$ cat src/rtl/aes_trace_sequencer.sv
// AES trace sequencer: runs N_TRACES encryptions on an AES core
// and captures the first ciphertext strobe of every trace.
module aes_trace_sequencer #(
  parameter int DATA_W     = 128,
  parameter int N_TRACES   = 16,
  parameter int EN_CYCLES  = 51,
  parameter int GAP_CYCLES = 15,
  parameter int TIMEOUT    = 256,
  parameter int MODE       = 1
) (
  input  logic              AES_clk,
  input  logic              AES_rst_n,
  input  logic              seq_start,
  input  logic              seq_abort,
  input  logic [DATA_W-1:0] seq_key,
  input  logic [DATA_W-1:0] seq_seed,
  output logic              AES_en,
  output logic [DATA_W-1:0] AES_data_in,
  output logic [DATA_W-1:0] AES_key_in,
  input  logic [DATA_W-1:0] AES_data_out,
  input  logic              AES_data_out_valid,
  output logic              seq_busy,
  output logic              seq_done,
  output logic [15:0]       trace_idx,
  output logic [DATA_W-1:0] cap_data,
  output logic              cap_valid,
  output logic              timeout_err
);

  typedef enum logic [2:0] {
    IDLE, LOAD, RUN, WAIT, GAP, DONE
  } state_t;

  localparam logic [31:0] EN_LAST  = 32'(EN_CYCLES - 1);
  localparam logic [31:0] GAP_LAST = 32'(GAP_CYCLES - 1);
  localparam logic [31:0] TO_LAST  = 32'(TIMEOUT - 1);
  localparam logic [15:0] IDX_LAST = 16'(N_TRACES - 1);

  state_t            state, state_d;
  logic [31:0]       cnt, cnt_d;
  logic [DATA_W-1:0] key_r, seed_r, lfsr, pt;
  logic [DATA_W-1:0] pt_sel, seed_fix, lfsr_nxt;
  logic              captured, capture, tmo;
  logic              use_lfsr, last_trace;
  logic              starting, busy_d;

  function automatic logic [DATA_W-1:0] lfsr_step(
    input logic [DATA_W-1:0] c
  );
    return {c[DATA_W-2:0], c[DATA_W-1] ^ c[6] ^ c[1] ^ c[0]};
  endfunction

  always_comb begin
    // an all-zero seed would lock the LFSR
    seed_fix = seq_seed;
    if (MODE != 0 && seq_seed == '0)
      seed_fix = {{(DATA_W-1){1'b0}}, 1'b1};
  end

  always_comb begin
    use_lfsr = 1'b0;
    unique case (1'b1)
      (MODE == 1): use_lfsr = 1'b1;
      (MODE == 2): use_lfsr = trace_idx[0];
      default:     use_lfsr = 1'b0;
    endcase
    lfsr_nxt = lfsr_step(lfsr);
    pt_sel   = use_lfsr ? lfsr_nxt : seed_r;
  end

  always_comb begin
    state_d    = state;
    cnt_d      = cnt + 32'd1;
    last_trace = (trace_idx >= IDX_LAST);
    capture    = AES_data_out_valid && !captured && !seq_abort
              && (state == RUN || state == WAIT);
    tmo        = 1'b0;
    unique case (state)
      IDLE: begin
        cnt_d = '0;
        if (seq_start && !seq_abort) state_d = LOAD;
      end
      LOAD: begin
        cnt_d   = '0;
        state_d = RUN;
      end
      RUN: begin
        if (cnt == EN_LAST) begin
          cnt_d   = '0;
          state_d = (captured || capture) ? GAP : WAIT;
        end
      end
      WAIT: begin
        if (capture) begin
          cnt_d   = '0;
          state_d = GAP;
        end else if (cnt == TO_LAST) begin
          cnt_d   = '0;
          tmo     = 1'b1;
          state_d = GAP;
        end
      end
      GAP: begin
        if (cnt == GAP_LAST) begin
          cnt_d   = '0;
          state_d = last_trace ? DONE : LOAD;
        end
      end
      DONE: begin
        cnt_d   = '0;
        state_d = IDLE;
      end
      default: begin
        cnt_d   = '0;
        state_d = IDLE;
      end
    endcase
    if (seq_abort && state != IDLE) begin
      state_d = IDLE;
      cnt_d   = '0;
      tmo     = 1'b0;
    end
    starting = (state == IDLE) && (state_d == LOAD);
    busy_d   = (state_d == LOAD) || (state_d == RUN)
            || (state_d == WAIT) || (state_d == GAP);
  end

  always_ff @(posedge AES_clk or negedge AES_rst_n) begin
    if (!AES_rst_n) begin
      state       <= IDLE;
      cnt         <= '0;
      key_r       <= '0;
      seed_r      <= '0;
      lfsr        <= '0;
      pt          <= '0;
      captured    <= 1'b0;
      AES_en      <= 1'b0;
      AES_data_in <= '0;
      AES_key_in  <= '0;
      seq_busy    <= 1'b0;
      seq_done    <= 1'b0;
      trace_idx   <= '0;
      cap_data    <= '0;
      cap_valid   <= 1'b0;
      timeout_err <= 1'b0;
    end else begin
      state     <= state_d;
      cnt       <= cnt_d;
      AES_en    <= (state_d == RUN);
      seq_busy  <= busy_d;
      seq_done  <= (state_d == DONE);
      cap_valid <= capture;
      if (capture) begin
        cap_data <= AES_data_out;
        captured <= 1'b1;
      end
      if (starting) begin
        key_r       <= seq_key;
        seed_r      <= seed_fix;
        lfsr        <= seed_fix;
        trace_idx   <= '0;
        timeout_err <= 1'b0;
      end
      if (state == LOAD) begin
        captured    <= 1'b0;
        pt          <= pt_sel;
        AES_data_in <= pt_sel;
        AES_key_in  <= key_r;
        if (use_lfsr) lfsr <= pt_sel;
      end
      // inverted plaintext keeps the bus switching between traces
      if (state_d == GAP && state != GAP)
        AES_data_in <= ~pt;
      if (tmo) timeout_err <= 1'b1;
      if (state == GAP && state_d == LOAD && trace_idx != 16'hFFFF)
        trace_idx <= trace_idx + 16'd1;
    end
  end

endmodule

$ cat config.mk
export PLATFORM = sky130hd
export DESIGN_NAME = aes_trace_sequencer
export DESIGN_NICKNAME = d
export VERILOG_FILES = /design/src/rtl/aes_trace_sequencer.sv
export SDC_FILE = /design/constraint.sdc
export NUM_CORES = 2
export LEC_CHECK = 0
export CORE_AREA = 2 2 306 308
export CTS_CLUSTER_DIAMETER = 30
export DETAILED_ROUTE_END_ITERATION = 8
export DIE_AREA = 0 0 308 310
export GPL_ROUTABILITY_DRIVEN = 0
export PLACE_DENSITY = 0.6
export RECOVER_POWER = 50
export SKIP_CTS_REPAIR_TIMING = 1
export SLEW_MARGIN = 20
export SYNTH_ARGS = -nofsm -noshare
export SYNTH_HDL_FRONTEND = slang
export SYNTH_SLANG_ARGS = --single-unit
$ cat constraint.sdc
create_clock -name AES_clk -period 2.7 [get_ports AES_clk]
set_input_delay 0.405 -clock AES_clk [delete_from_list [all_inputs] [get_ports AES_clk]]
set_output_delay 0.405 -clock AES_clk [all_outputs]
set_load 0.05 [all_outputs]
==> impl_results.md <==
* Routed WL at 105700 um
* Leak at 23.96 nW
* Crit path capture type: register
* Post-synthesis cell area at 0.03257 mm^2
* First-pass GRT wire length at 159900 um
* Finished Cell Area at 0.04945 mm^2
* DR pass1 iterations at 7
* CTS buffer count at 186
* Pre-CTS setup slack at -0.2702 ns
* Outcome: finished with violations
* IO Port Bufs at 793
* Placed Area at 0.04274 mm^2
* Worst EP required at 3.35 ns
* Syn_nets at 3576
* Routed len/inst at 19.28 um
* Final core occ at 53.46%
* Fin. max-slew vios at 57
* Fin worst setup slack at 0.06538 ns
* Row cnt at 112
* Fmax at 379.6 MHz
* Drt drc at 0
* Synth Warn # at 0
* Failing checks: max-capacitance violations, max-slew violations
* Clock latency on the worst-skew pair at 0.76 ns
* Non-filler instance count after layout at 5479
* Detail Placement HPWL at 71360 um
* Synth cell types at 53
* Synth Flop Type: dfrtp_1
* Total power at 73.48 mW
* Largest net degree at the start of global routing at 199
* Area grow syn2layout at 51.82%
* # setup viols final at 0
* Post-synth EDFFs at 0
* Filler cell count in the final layout at 8096
* MaxCap Viol Count at 1
* Antenna Violating Nets Remaining at 0
* H-Tree Depth at 4
* Dpl cells at 5118
* PD cells at 1486 mW/mm^2
* Async SR Flop Fraction at 100.0%
* Commonest cells after routing, fill and taps aside: nand2_1 (1301), dfrtp_1 (825), clkdlybuf4s50_1 (792)
* Die span in y at 310 um
* Max incr delay on CP at 0.43 ns
* Vias in the first global route at 26980
* Unrepaired setup endpoints after global routing: yes
* CP arrival at 3.28 ns
* Register clock-pin slew on the reported worst setup and hold paths at 0.05 ns
* Largest delay share family, worst path: compound AO/OA/AOI/OAI gates
* Final hold violations at 0
* Overall Global Routing Usage at 21.74%
* WP buf/inv at 3
* Critical-path cell list: or3b_4, buf_4, a2111oi_2, o2111ai_1, o211ai_1, buf_4, nand2_4, buf_12, and3_1, a21oi_1
* Worst Hold Class: in2reg
* Seq cells post-synth at 825
* Period utilization at 97.58%
* Avg Cell Area, Syn at 10.23 um^2
* Initial antenna violation count at 20
* Crit-path slowest cell: or3b_4
* CP Max Fanout at 60
* Final-stage net count at 4507
* Slew Limit Headroom at -25.66%
* Min Clock Period, post-route at 2.635 ns
* Core area at 0.09249 mm^2
* Clock buffer depth at 3
* Vias per inst at 4.823
* Sequential area share after synthesis at 63.39%
* # clock sinks at 825
* TritonCTS clock tree: built
* Startpoint types: register
* Full die area at 0.09548 mm^2
* Initial drt markers at 1797
* Worst vdd ir at 0.001088 V
* Vias at 26430
* Layout cells sized above 1 at 14.11%
* Cell mode on critical path: buf_4
* Root buf cell: clkbuf_16
* Die X at 308 um
* Grt ovf at 0
* Worst-margin pin slew at 1.885 ns
* Cell count after synthesis at 3184
* Clock Skew at 0.04784 ns
* Most common cell after layout, fill and taps aside: nand2_1
* Critical path class: reg2reg
* IO Pins at 794
* Initial Util at 35.22%
metrics by stage:
| step | setup TNS [ns] | hold WS (ns) |
|---|---|---|
| after global routing | -0.1407 | 0.1397 |
| after detailed placement | -25.27 | 0.3972 |
| after global placement | -30.53 | 0.3931 |
| final | 0 | 0.1707 |
| after floorplan | 0 | 0.1094 |
| after CTS | -1.615 | -0.4341 |
power by group:
part	leakage [nW]	switching [mW]	internal [mW]
registers	10.3	3.29	18.3
logic	10.4	18.2	9.90
clock network	3.29	7.36	16.4
total	24.0	28.9	44.6
worst min-delay path: cells and delay by family:
kind	cells	cell delay [ns]
buffers and inverters	1	0.39
AND/OR/NAND/NOR	2	0.09
state kept, by name, summed over array words and instances, names as in the netlist:
signal,cells
seq_done,1
pt,128
timeout_err,1
cnt,32
trace_idx,16
captured,1
AES_key_in,128
AES_en,1
state,3
AES_data_in,128
key_r,128
cap_data,128
lfsr,128
cap_valid,1
seq_busy,1
synthesized netlist by cell type, types with 2 or more instances:
cell	number	area [um^2]
xnor2_1	9	78.83
o21ai_0	130	650.6
nor2b_1	8	50.05
inv_1	4	15.01
o21a_1	2	15.01
buf_1	8	30.03
and3_1	131	819.5
buf_6	2	22.52
mux2i_1	128	1281
nand4_1	18	112.6
nor3b_1	2	15.01
o2bb2ai_1	2	17.52
buf_2	6	30.03
nand2b_1	3	18.77
clkbuf_1	161	604.3
nor3_1	5	25.02
nand3b_1	2	15.01
and2b_1	5	37.54
nand2_1	1303	4891
or2_2	2	12.51
or3b_2	2	17.52
or4_1	2	15.01
and2_1	5	31.28
and4_1	3	26.28
nand3_1	14	70.07
xor2_1	24	210.2
ha_1	3	37.54
o211ai_1	2	15.01
mux2_2	128	1441
nor2_1	48	180.2
dfrtp_1	825	20640
nor4_1	47	294.0
a21oi_1	130	650.6
cell families (layout without fill, tap and decap cells):
family | after synthesis | after routing | share of synthesized area, %
buffers and inverters | 181 | 1271 | 2.155
DFF | 825 | 825 | 63.39
xor gates and xnor gates | 33 | 33 | 0.8874
other | 0 | 8 | 0
and+or+nand+nor | 1608 | 1608 | 20.64
adders and majority gates | 3 | 3 | 0.1153
muxes | 256 | 256 | 8.359
AOI/OAI and AO/OA | 278 | 278 | 4.460
area by class of cell:
type | instances | area, um^2 | area share (%)
multi-input combinational | 2178 | 11360 | 22.98
sequential | 825 | 20640 | 41.75
inverter | 4 | 15.01 | 0.03037
timing repair buffer | 920 | 9171 | 18.55
clock buffer | 246 | 5346 | 10.81
antenna | 8 | 20.02 | 0.04049
tap | 1197 | 1498 | 3.029
clock inverter | 101 | 1386 | 2.804
final timing paths:
check,from,depth (start not counted),to,slack [ns]
worst max-delay path,state[0],10,AES_data_in[27],0.07
worst min-delay path,seq_key[64],3,key_r[64],0.17
worst max register to register,state[0],10,AES_data_in[27],0.07
worst min register to register,pt[83],1,AES_data_in[83],0.40
max in group asynchronous,AES_rst_n,3,AES_key_in[65],0.36
min in group asynchronous,AES_rst_n,2,pt[121],0.66
routing by layer:
layer	share of wire, %	up-vias	GRT usage (%)
met1	40	12950	26.52
met2	48	882	35.04
met3	9.1	200	8.262
li1	-	12380	-
met4	2.7	16	8.134
met5	0.12	-	0
(Power assumes the default switching activity.)
